## src/rtl/wbu.sv

```systemverilog
// wbu: writeback unit between EXU/LSU and the GPR file.
// Accepts completed instructions from EXU over a valid/ready handshake, waits
// for the LSU read response on loads, extracts and extends the addressed lane,
// and issues one registered single-cycle register write plus a commit pulse
// per instruction.
// Ports:
//   clk, rst                 clock, synchronous active-high reset
//   exu_*                    completed-instruction handshake and payload
//   lsu_rvalid_i/rready_o    LSU read response handshake (rdata_i, rerr_i)
//   reg_we_o/waddr_o/wdata_o GPR write port
//   commit_o, err_o          retire pulse and error pulse (with commit_o)
//   wb_busy_o, wb_rd_o       held-instruction status for RAW stalls
module wbu #(
  parameter int unsigned XLEN    = 64,
  parameter int unsigned RADDR_W = 5
) (
  input  logic               clk,
  input  logic               rst,
  input  logic               exu_valid_i,
  output logic               exu_ready_o,
  input  logic [RADDR_W-1:0] exu_rd_i,
  input  logic               exu_rd_we_i,
  input  logic [XLEN-1:0]    exu_result_i,
  input  logic               exu_is_load_i,
  input  logic [1:0]         exu_load_size_i,
  input  logic               exu_load_unsigned_i,
  input  logic [2:0]         exu_addr_lo_i,
  input  logic               lsu_rvalid_i,
  output logic               lsu_rready_o,
  input  logic [XLEN-1:0]    lsu_rdata_i,
  input  logic               lsu_rerr_i,
  output logic               reg_we_o,
  output logic [RADDR_W-1:0] reg_waddr_o,
  output logic [XLEN-1:0]    reg_wdata_o,
  output logic               commit_o,
  output logic               err_o,
  output logic               wb_busy_o,
  output logic [RADDR_W-1:0] wb_rd_o
);

  typedef enum logic [1:0] {IDLE, WAIT_MEM, WRITE} state_t;

  state_t             state;
  logic [RADDR_W-1:0] rd_q;
  logic               rd_we_q;
  logic [1:0]         size_q;
  logic               uns_q;
  logic [2:0]         addr_q;

  logic               accept;
  logic               misaligned;
  logic [XLEN-1:0]    shifted;
  logic [XLEN-1:0]    load_data;

  assign exu_ready_o  = ~rst & (state != WAIT_MEM);
  assign lsu_rready_o = ~rst & (state == WAIT_MEM);
  assign accept       = exu_valid_i & exu_ready_o;
  assign wb_busy_o    = (state != IDLE);

  always_comb begin
    misaligned = 1'b0;
    case (exu_load_size_i)
      2'd1:    misaligned = exu_addr_lo_i[0];
      2'd2:    misaligned = |exu_addr_lo_i[1:0];
      2'd3:    misaligned = |exu_addr_lo_i;
      default: misaligned = 1'b0;
    endcase
  end

  // Lane select by shifting the addressed byte down to bit 0, then extend.
  always_comb begin
    shifted   = lsu_rdata_i >> {addr_q, 3'b000};
    load_data = shifted;
    case (size_q)
      2'd0: load_data = uns_q ? {{(XLEN-8){1'b0}}, shifted[7:0]}
                              : {{(XLEN-8){shifted[7]}}, shifted[7:0]};
      2'd1: load_data = uns_q ? {{(XLEN-16){1'b0}}, shifted[15:0]}
                              : {{(XLEN-16){shifted[15]}}, shifted[15:0]};
      2'd2: load_data = uns_q ? {{(XLEN-32){1'b0}}, shifted[31:0]}
                              : {{(XLEN-32){shifted[31]}}, shifted[31:0]};
      default: load_data = shifted;
    endcase
  end

  always_ff @(posedge clk) begin
    if (rst) begin
      state       <= IDLE;
      reg_we_o    <= 1'b0;
      reg_waddr_o <= '0;
      reg_wdata_o <= '0;
      commit_o    <= 1'b0;
      err_o       <= 1'b0;
      wb_rd_o     <= '0;
      rd_q        <= '0;
      rd_we_q     <= 1'b0;
      size_q      <= '0;
      uns_q       <= 1'b0;
      addr_q      <= '0;
    end else begin
      reg_we_o <= 1'b0;
      commit_o <= 1'b0;
      err_o    <= 1'b0;
      if (state == WAIT_MEM) begin
        if (lsu_rvalid_i) begin
          state       <= WRITE;
          reg_we_o    <= rd_we_q & (rd_q != '0) & ~lsu_rerr_i;
          reg_waddr_o <= rd_q;
          reg_wdata_o <= load_data;
          commit_o    <= 1'b1;
          err_o       <= lsu_rerr_i;
        end
      end else if (accept) begin
        rd_q    <= exu_rd_i;
        rd_we_q <= exu_rd_we_i;
        size_q  <= exu_load_size_i;
        uns_q   <= exu_load_unsigned_i;
        addr_q  <= exu_addr_lo_i;
        wb_rd_o <= exu_rd_we_i ? exu_rd_i : '0;
        if (exu_is_load_i & ~misaligned) begin
          state <= WAIT_MEM;
        end else begin
          // Non-loads and misaligned loads write back straight from the
          // accept edge; a load reaching here is always misaligned.
          state       <= WRITE;
          reg_we_o    <= exu_rd_we_i & (exu_rd_i != '0) & ~exu_is_load_i;
          reg_waddr_o <= exu_rd_i;
          reg_wdata_o <= exu_result_i;
          commit_o    <= 1'b1;
          err_o       <= exu_is_load_i;
        end
      end else begin
        state <= IDLE;
      end
    end
  end

endmodule

```

## config.mk

```make
export PLATFORM = sky130hd
export DESIGN_NAME = wbu
export DESIGN_NICKNAME = d
export VERILOG_FILES = /design/src/rtl/wbu.sv
export SDC_FILE = /design/constraint.sdc
export NUM_CORES = 1
export LEC_CHECK = 0
export CORE_ASPECT_RATIO = 0.75
export CORE_MARGIN = 1.5
export CORE_UTILIZATION = 23
export DETAILED_ROUTE_END_ITERATION = 8
export PLACE_DENSITY = 0.52
export REMOVE_ABC_BUFFERS = 1
export SETUP_SLACK_MARGIN = 0.1
export SLEW_MARGIN = 15
export SYNTH_ARGS = -nofsm -noshare
export SYNTH_HDL_FRONTEND = slang
export SYNTH_SLANG_ARGS = --single-unit
```

## constraint.sdc

```tcl
create_clock -name clk -period 5.31 [get_ports clk]
set_input_delay 1.062 -clock clk [delete_from_list [all_inputs] [get_ports clk]]
set_output_delay 1.062 -clock clk [all_outputs]
set_load 0.005 [all_outputs]
```

==> results of run 1 <==
-- registers in the layout, indices dropped and copies added (netlist names), 2 cells and up --
signal,cells
reg_wdata_o,64
rd_q,5
reg_waddr_o,5
wb_rd_o,5
addr_q,3
size_q,2
state,2
-- routing by layer --
layer / up-vias / global-route usage, %
met1: 2928 / 26.5
met4: 0 / 4.97
met5: - / 0
met3: 29 / 4.87
li1: 2988 / -
met2: 245 / 27.8
-- final cells by class --
type                    count  share of cell area [%]
clock inverters             7                   0.952
clock buffers               9                    2.60
flip-flops and latches     91                    21.0
multi-input cells         527                    42.9
well taps                 338                    4.87
repair buffers            242                    27.6
inverters                   3                   0.130
-- metrics by stage --
stage	std cells	utilization, %
4_1_cts	1217	34.6
3_3_place_gp	1201	33.4
3_5_place_dp	1201	33.4
5_1_grt	1217	34.6
2_1_floorplan	621	-
6_report	1217	34.6
-- kinds of logic (layout without fill, tap and decap cells) --
family          after synthesis  count (layout)  synth area share (%)
compound gates              222             222                  29.9
buf+inv                      74             261                  6.84
flops                        91              91                  30.8
mux                          62              62                  12.7
simple gates                243             243                  19.8
-- how the worst max path moves through the flow --
stage | startpoint | end | slack (ns)
finish | addr_q[2] | reg_wdata_o[27] | 1.62
floorplan | addr_q[1] | reg_wdata_o[35] | 0.52
global placement | lsu_rdata_i[55] | reg_wdata_o[35] | 1.60
CTS | addr_q[2] | reg_wdata_o[27] | 1.60
detailed placement | lsu_rdata_i[63] | reg_wdata_o[35] | 1.54
global route | addr_q[2] | reg_wdata_o[25] | 1.30
-- critical path: cells and delay by family, from the launching register on --
kind,cells,cell delay [ns]
buffers and inverters,1,0.38
flip-flops,1,0.65
AND/OR/NAND/NOR,3,1.96
AO/OA/AOI/OAI,2,0.57
-- where the power goes --
part           switching [mW]  internal [mW]  leakage (nW)
sequential             0.0458          0.737         0.749
combinational           0.265          0.305          1.96
clock                   0.318          0.375         0.150
total                   0.629           1.42          2.86
-- cells in the final DEF (no fill, tap or decap), types with 3 or more instances in the layout --
master / n
sky130_fd_sc_hd__clkdlybuf4s50_1: 225
sky130_fd_sc_hd__nand2_1: 135
sky130_fd_sc_hd__dfxtp_1: 89
sky130_fd_sc_hd__a21oi_1: 49
sky130_fd_sc_hd__mux2i_1: 41
sky130_fd_sc_hd__nor2_1: 27
sky130_fd_sc_hd__a221oi_1: 24
sky130_fd_sc_hd__a31oi_1: 21
sky130_fd_sc_hd__a41oi_2: 21
sky130_fd_sc_hd__nand2b_1: 16
sky130_fd_sc_hd__buf_4: 16
sky130_fd_sc_hd__a211oi_1: 15
sky130_fd_sc_hd__o21ai_0: 12
sky130_fd_sc_hd__o211ai_1: 12
sky130_fd_sc_hd__o221ai_1: 12
sky130_fd_sc_hd__mux2_2: 11
sky130_fd_sc_hd__nor2b_1: 10
sky130_fd_sc_hd__o22ai_1: 10
sky130_fd_sc_hd__mux4_2: 9
sky130_fd_sc_hd__clkbuf_16: 9
sky130_fd_sc_hd__and3_1: 8
sky130_fd_sc_hd__a22o_1: 7
sky130_fd_sc_hd__nand3_1: 7
sky130_fd_sc_hd__or3b_1: 7
sky130_fd_sc_hd__a311oi_1: 6
sky130_fd_sc_hd__o21ai_1: 5
sky130_fd_sc_hd__o2bb2ai_1: 5
sky130_fd_sc_hd__nor3_1: 5
sky130_fd_sc_hd__nor4bb_1: 5
sky130_fd_sc_hd__and2_1: 4
sky130_fd_sc_hd__a221o_1: 4
sky130_fd_sc_hd__inv_1: 3
sky130_fd_sc_hd__or3_1: 3
sky130_fd_sc_hd__a31o_2: 3
==> results.txt, run 1 <==
Once placement finished, the instance area stood at 8370 sq um. For this run, the total global-route usage over all layers was measured as 18.7%. The unique cell type count in the Yosys netlist is 61. The data arrival time of the worst path is 3.96 ns. The total setup violations reported at the end of the flow is 0. For this block, the initial DRC count from the detailed router was 467.

The worst hold path terminates at reg_wdata_o[45]. The worst hold-check slack is 0.456 ns. The root buffer cell is sky130_fd_sc_hd__clkbuf_16.

The area inside the core boundary came out at 25100 sq um. The final hold violation count came out at 0. The routability-driven placement congestion ratio is 0.837. The repair_antennas step left the layout with diodes totalling 0. The initial antenna violation count came out at 1. The effective utilization at floorplan came out at 23.5%. The endpoint required time on the critical path is 5.58 ns.

For the worst-skew pair, the clock arrives at the later sink with an insertion delay of 0.36 ns. Yosys printed 0 warnings. The startpoint class of the critical path is a register.

For this design the static power due to leakage is 2.86 nW. Post-CTS repair changed the size of 0 cells. The met3 layer wire length in the routed design is 2090 um. CTS built an H-tree with a depth of 3. The I/O pin total came out at 226. The register bit total from synthesis is 91.

The critical path is of the reg2reg type. After clock tree synthesis, the clock-pin slew on the worst setup and hold paths is 0.08 ns. The cell area power density is 236 nW/um^2. The primary flip-flop cell chosen by synthesis mapping is sky130_fd_sc_hd__dfxtp_1. The overflow left after global routing came out at 0. The worst setup path is captured at a register. The die area is 26700 sq um. The largest net degree at the start of global routing came out at 83.

The path class of the tightest hold or removal check is reg2reg. The number of buffers added by the clock tree synthesis step is 9. For this run, the detailed router's first-pass iteration total came to 5. The net total in the final layout is 1020. The number of vias after detailed routing came out at 6190. The first-pass GRT wire length came out at 37900 um. After routing the design area is 8680 sq um. The post-route DRC violation count came out at 0. The commonest cells after synthesis are sky130_fd_sc_hd__nand2_1 (135), sky130_fd_sc_hd__dfxtp_1 (91), sky130_fd_sc_hd__a21oi_1 (49), sky130_fd_sc_hd__mux2i_1 (41), sky130_fd_sc_hd__nor2_1 (28). The count of nets left with antenna violations once routing finished came out at 0.

The HPWL after detailed placement is 18100 um. The share of the Yosys chip area taken by registers is 30.8%. The synthesis-to-finish area growth is 46.9%.

The worst setup slack after placement came out at 1.54 ns. The floorplan step set the die width to 188 um. The proportion of synthesized flip-flops having asynchronous set or reset is 0%. The critical path's largest stage delay is 0.79 ns.

The sequential cell area in the final layout is 1820 sq um. The slack of the worst reg-to-reg path is 1.62 ns. TritonCTS built the clock tree. Setup repair after global routing left no endpoint under its margin. The total power came out at 2.04 mW. Signal routing reaches up to met4.

The maximum clock rate came out at 0.271 GHz. The routed length per placed instance is 20.7 um. Yosys attributes the largest share of cell area to sky130_fd_sc_hd__dfxtp_1 (31%), sky130_fd_sc_hd__nand2_1 (8.6%), sky130_fd_sc_hd__mux2i_1 (6.9%). The clock net in this run drives a total of 91 sinks. The post-synthesis cell type with the largest combined area is sky130_fd_sc_hd__dfxtp_1. The actual slew at the worst max-slew pin is 1.14 ns. The number of enable-type register cells in the synthesized netlist came out at 0. During placement, the flow inserted port buffers numbering 225. For this design, the slowest cell found on the critical path is sky130_fd_sc_hd__nor3_4. For the final database, setup skew stands at 0.0109 ns. The path depth of the worst reg2reg path came out at 6. The number of placement rows came out at 50.

In this run the critical register-to-register path is captured at reg_wdata_o[27]. After filler insertion, the fill cell instance count of the layout stands at 2601. The final routed wirelength across all metal layers came out at 25100 um. The share of Yosys cell area claimed by the top area cell type came out at 30.8%.

After layout, the worst path uses 69.4% of the clock period. In this run the deepest clock path goes through 2 buffers. In this run, post-CTS hold repair placed 0 buffers. The run finished with clean final reports. The fraction of final layout cells with drive strength greater than 1 is 10.5%.

The routed metal-1 wire length came out at 11900 um. The relative slew slack came out at 24.1%. The area of the mapped netlist came out at 5910 sq um. The die is 142 um tall. The startpoint identified for the worst register-to-register timing path is addr_q[2]. The maximum ir drop on the vdd rail came out at 134 uV. The worst path meets setup with 1.62 ns of slack. The area of the multi-input gates came out at 3720 sq um. The detailed-route vias per instance came out at 5.09. The mean cell area of the mapped netlist came out at 8.53 sq um. The number of buffers inserted to repair setup after CTS is 0. Setup total negative slack on the finished layout was measured at 0 ns. The number of max-slew violations in the final report came out at 0. The biggest fanout along the worst timing path is 32.

The worst hold path begins at reg_wdata_o[45]. Walking the worst path, the cells encountered are buf_4 > nand2b_1 > o22ai_1 > nor3_4 > nor2_4 > o211ai_1. Yosys instantiated no cell more often than sky130_fd_sc_hd__nand2_1. The number of max-capacitance violations reported is 0. The hold path depth came out at 2. The via count of the first global-routing pass came out at 6181. In the detailed route, the total length drawn on met2 is 10700 um.

The minimum clock period after layout came out at 3.69 ns. The synthesized netlist cell count came out at 692.
(Power assumes the default switching activity.)
==> run 2, diff against run 1 <==
Settings changed: PLACE_DENSITY 0.52 to 0.54.
Clock period 5.31 ns to 3 ns, I/O delays scaled along.
==> results.txt, run 2 (synthesis results as in run 1) <==
The data arrival time of the worst path is 2.95 ns (-1.01 ns). The maximum buffer depth of the clock tree came to 2 (unchanged). The number of flip-flops in the largest register came out at 64 (unchanged). The path depth of the worst reg2reg path came out at 7 (+1). The class of the tightest hold or removal check is reg2reg. The worst setup slack after placement came out at -0.0351 ns (-1.57 ns). The placed wire-length estimate was 19100 um (+5.1%). The post-route DRC violation count came out at 0 (unchanged).

The hold path depth is 2 (unchanged). The count of buffers from port buffering is 225 (unchanged). The static power due to leakage came out at 2.99 nW (+4.6%). The maximum clock rate is 0.373 GHz.

The slack of the worst reg-to-reg path came to 0.35 ns (-1.27 ns). The synthesis-to-finish area growth is 51.2%. The clock latency on the worst-skew pair is 0.35 ns (about the same). The worst clock skew on the final layout is 0.00762 ns (-0.00328 ns). The hold buffer count at cts is 0 (unchanged).

The die extent in x came out at 188 um (unchanged). The effective utilization at floorplan is 23.5% (unchanged). Leaving out fill and tap cells, the most frequent cell in the layout is sky130_fd_sc_hd__clkdlybuf4s50_1. Traced cell by cell, the critical path runs through clkdlybuf4s50_1 > mux2_2 > buf_4 > o22ai_1 > nor3_4 > nor2_4 > buf_12 > o211ai_1.

The number of DRC markers after the initial detailed-route iteration came to 550 (+18%). The worst hold path terminates at reg_wdata_o[15]. The post-CTS resize count came out at 0 (unchanged). The actual slew at the worst max-slew pin is 1.04 ns (-0.0991 ns). The net total in the final layout is 1040 (+2.0%). The maximum ir drop on the vdd rail came out at 254 uV (+89%). In this run the critical register-to-register path is captured at reg_wdata_o[24].

The all-layer global routing usage is 19.0% (+0.36 points). The number of placement rows came out at 50 (unchanged). The root buffer cell is sky130_fd_sc_hd__clkbuf_16.

The startpoint identified for the worst hold timing path is reg_wdata_o[15]. The cell area power density came to 421 nW/um^2 (+79%). The cell area after layout came out at 8930 sq um (+2.9%).

The die height is 142 um (unchanged). The startpoint class of the critical path is an input pin. The biggest fanout along the worst timing path is 27 (-16%). The final routed wirelength across all metal layers is 25900 um (+2.8%). The share of the core filled with cells was 35.6% (+1.0 points). The worst register-to-register path begins at addr_q[1]. The I/O pin total is 226 (unchanged).

The final critical path takes up 89.4% of the cycle. The critical path starts at lsu_rdata_i[47]. The number of nets with antenna violations after routing came out at 0 (unchanged). The antenna cell count came out at 0 (unchanged). The count of H-tree levels built during CTS is 3 (unchanged). The area of placed instances was 8590 sq um (+2.7%). STA classifies the critical path endpoint as a register. The critical path's largest stage delay came to 0.86 ns (+0.07 ns). The routed length per placed instance came out at 20.9 um (+1.1%). The area inside the core boundary was 25100 sq um (unchanged). The top cell types in the final layout, fill and taps aside, are sky130_fd_sc_hd__clkdlybuf4s50_1 (225), sky130_fd_sc_hd__nand2_1 (135), sky130_fd_sc_hd__dfxtp_1 (89).

The final hold violation count came out at 0 (unchanged). The number of max-slew violations in the final report was 0 (unchanged). The critical path buffer and inverter count is 3 (+2).

The clock slew at the register clock pins of the worst setup and hold paths came out at 0.07 ns (about the same). The overflow left after global routing is 0 (unchanged). The number of vias after detailed routing was 6314 (+2.0%). The initial antenna violation count came out at 0 (-1). The via count of the first global-routing pass came out at 6247 (+1.1%). The run finished with clean final reports. The total iterations of the first detailed-routing run came out at 5 (unchanged). The number of buffers added by the clock tree synthesis step came to 9 (unchanged). The first-pass GRT wire length came to 38400 um (+1.5%).

The number of buffers inserted to repair setup after CTS is 0 (unchanged). The final critical-path setup slack came to 0.319 ns (-1.30 ns). The standard cell with the maximum stage delay on the critical path is sky130_fd_sc_hd__nor3_4.

The number of max-capacitance violations reported is 0 (unchanged). The routability-driven placement congestion ratio came out at 0.845 (+1.0%). TritonCTS built the clock tree. The setup path with the least slack is of type in2reg. Ranked by flip-flop count, first place goes to reg_wdata_o.

The total setup violations reported at the end of the flow is 0 (unchanged). The endpoint required time on the critical path is 3.27 ns (-2.31 ns). The largest net degree at the start of global routing was 83 (unchanged).

On the critical path the largest part of the delay comes from simple AND/OR/NAND/NOR gates. The clock sink total came out at 91 (unchanged). The die area is 26700 sq um (unchanged). Setup repair after global routing left no endpoint under its margin. The minimum clock period after layout is 2.68 ns. The fraction of final layout cells with drive strength greater than 1 came out at 12.5% (+2.0 points).

The detailed-route vias per instance is 5.10 (+0.35%). The relative slew slack is 30.6% (+6.6 points).
==> run 2: how the worst max path moves through the flow <==
stage	slack, ns	cells past startpoint	endpoint
finish	0.32	8	reg_wdata_o[24]
global route	0.24	8	reg_wdata_o[24]
CTS	0.34	8	reg_wdata_o[24]
detailed placement	-0.04	8	reg_wdata_o[24]
global placement	-0.23	7	reg_wdata_o[28]
floorplan	-1.79	5	reg_wdata_o[35]
==> run 2: tightest hold or removal path, delay by kind of cell, from the launching register on <==
family	cells	cell delay, ns
flops	1	0.31
simple gates	1	0.05
compound gates	1	0.05
==> run 2: area by class of cell <==
type | instances | area [sq um]
flip-flops and latches | 91 | 1820
multi-input cells | 527 | 3730
clock buffers | 10 | 239
fillers | 2602 | 16200
clock inverters | 6 | 93.8
well taps | 338 | 423
repair buffers | 262 | 2610
inverters | 3 | 11.3
==> run 2: routing by layer <==
metal | GRT usage, % | part of all wire, %
met5 | 0 | 0
met1 | 26.7 | 48
met4 | 4.97 | 1.6
met2 | 29.0 | 44
met3 | 4.63 | 6.6
==> run 2: power by group <==
part           switching [mW]  internal [mW]  total, mW
clock network           0.554          0.764       1.32
registers              0.0793           1.30       1.38
logic                   0.493          0.565       1.06
total                    1.13           2.63       3.76
==> run 2: through the flow <==
step                      cells  total power, mW  hold WS [ns]  TNS [ns]
after detailed placement   1221             2.47         0.443   -0.0351
final                      1237             3.76         0.457         0
after global placement     1220             2.47         0.435     -7.83
after global routing       1237             3.92         0.466         0
after CTS                  1237             3.79         0.458         0
after floorplan             621             1.83         0.431    -83.51
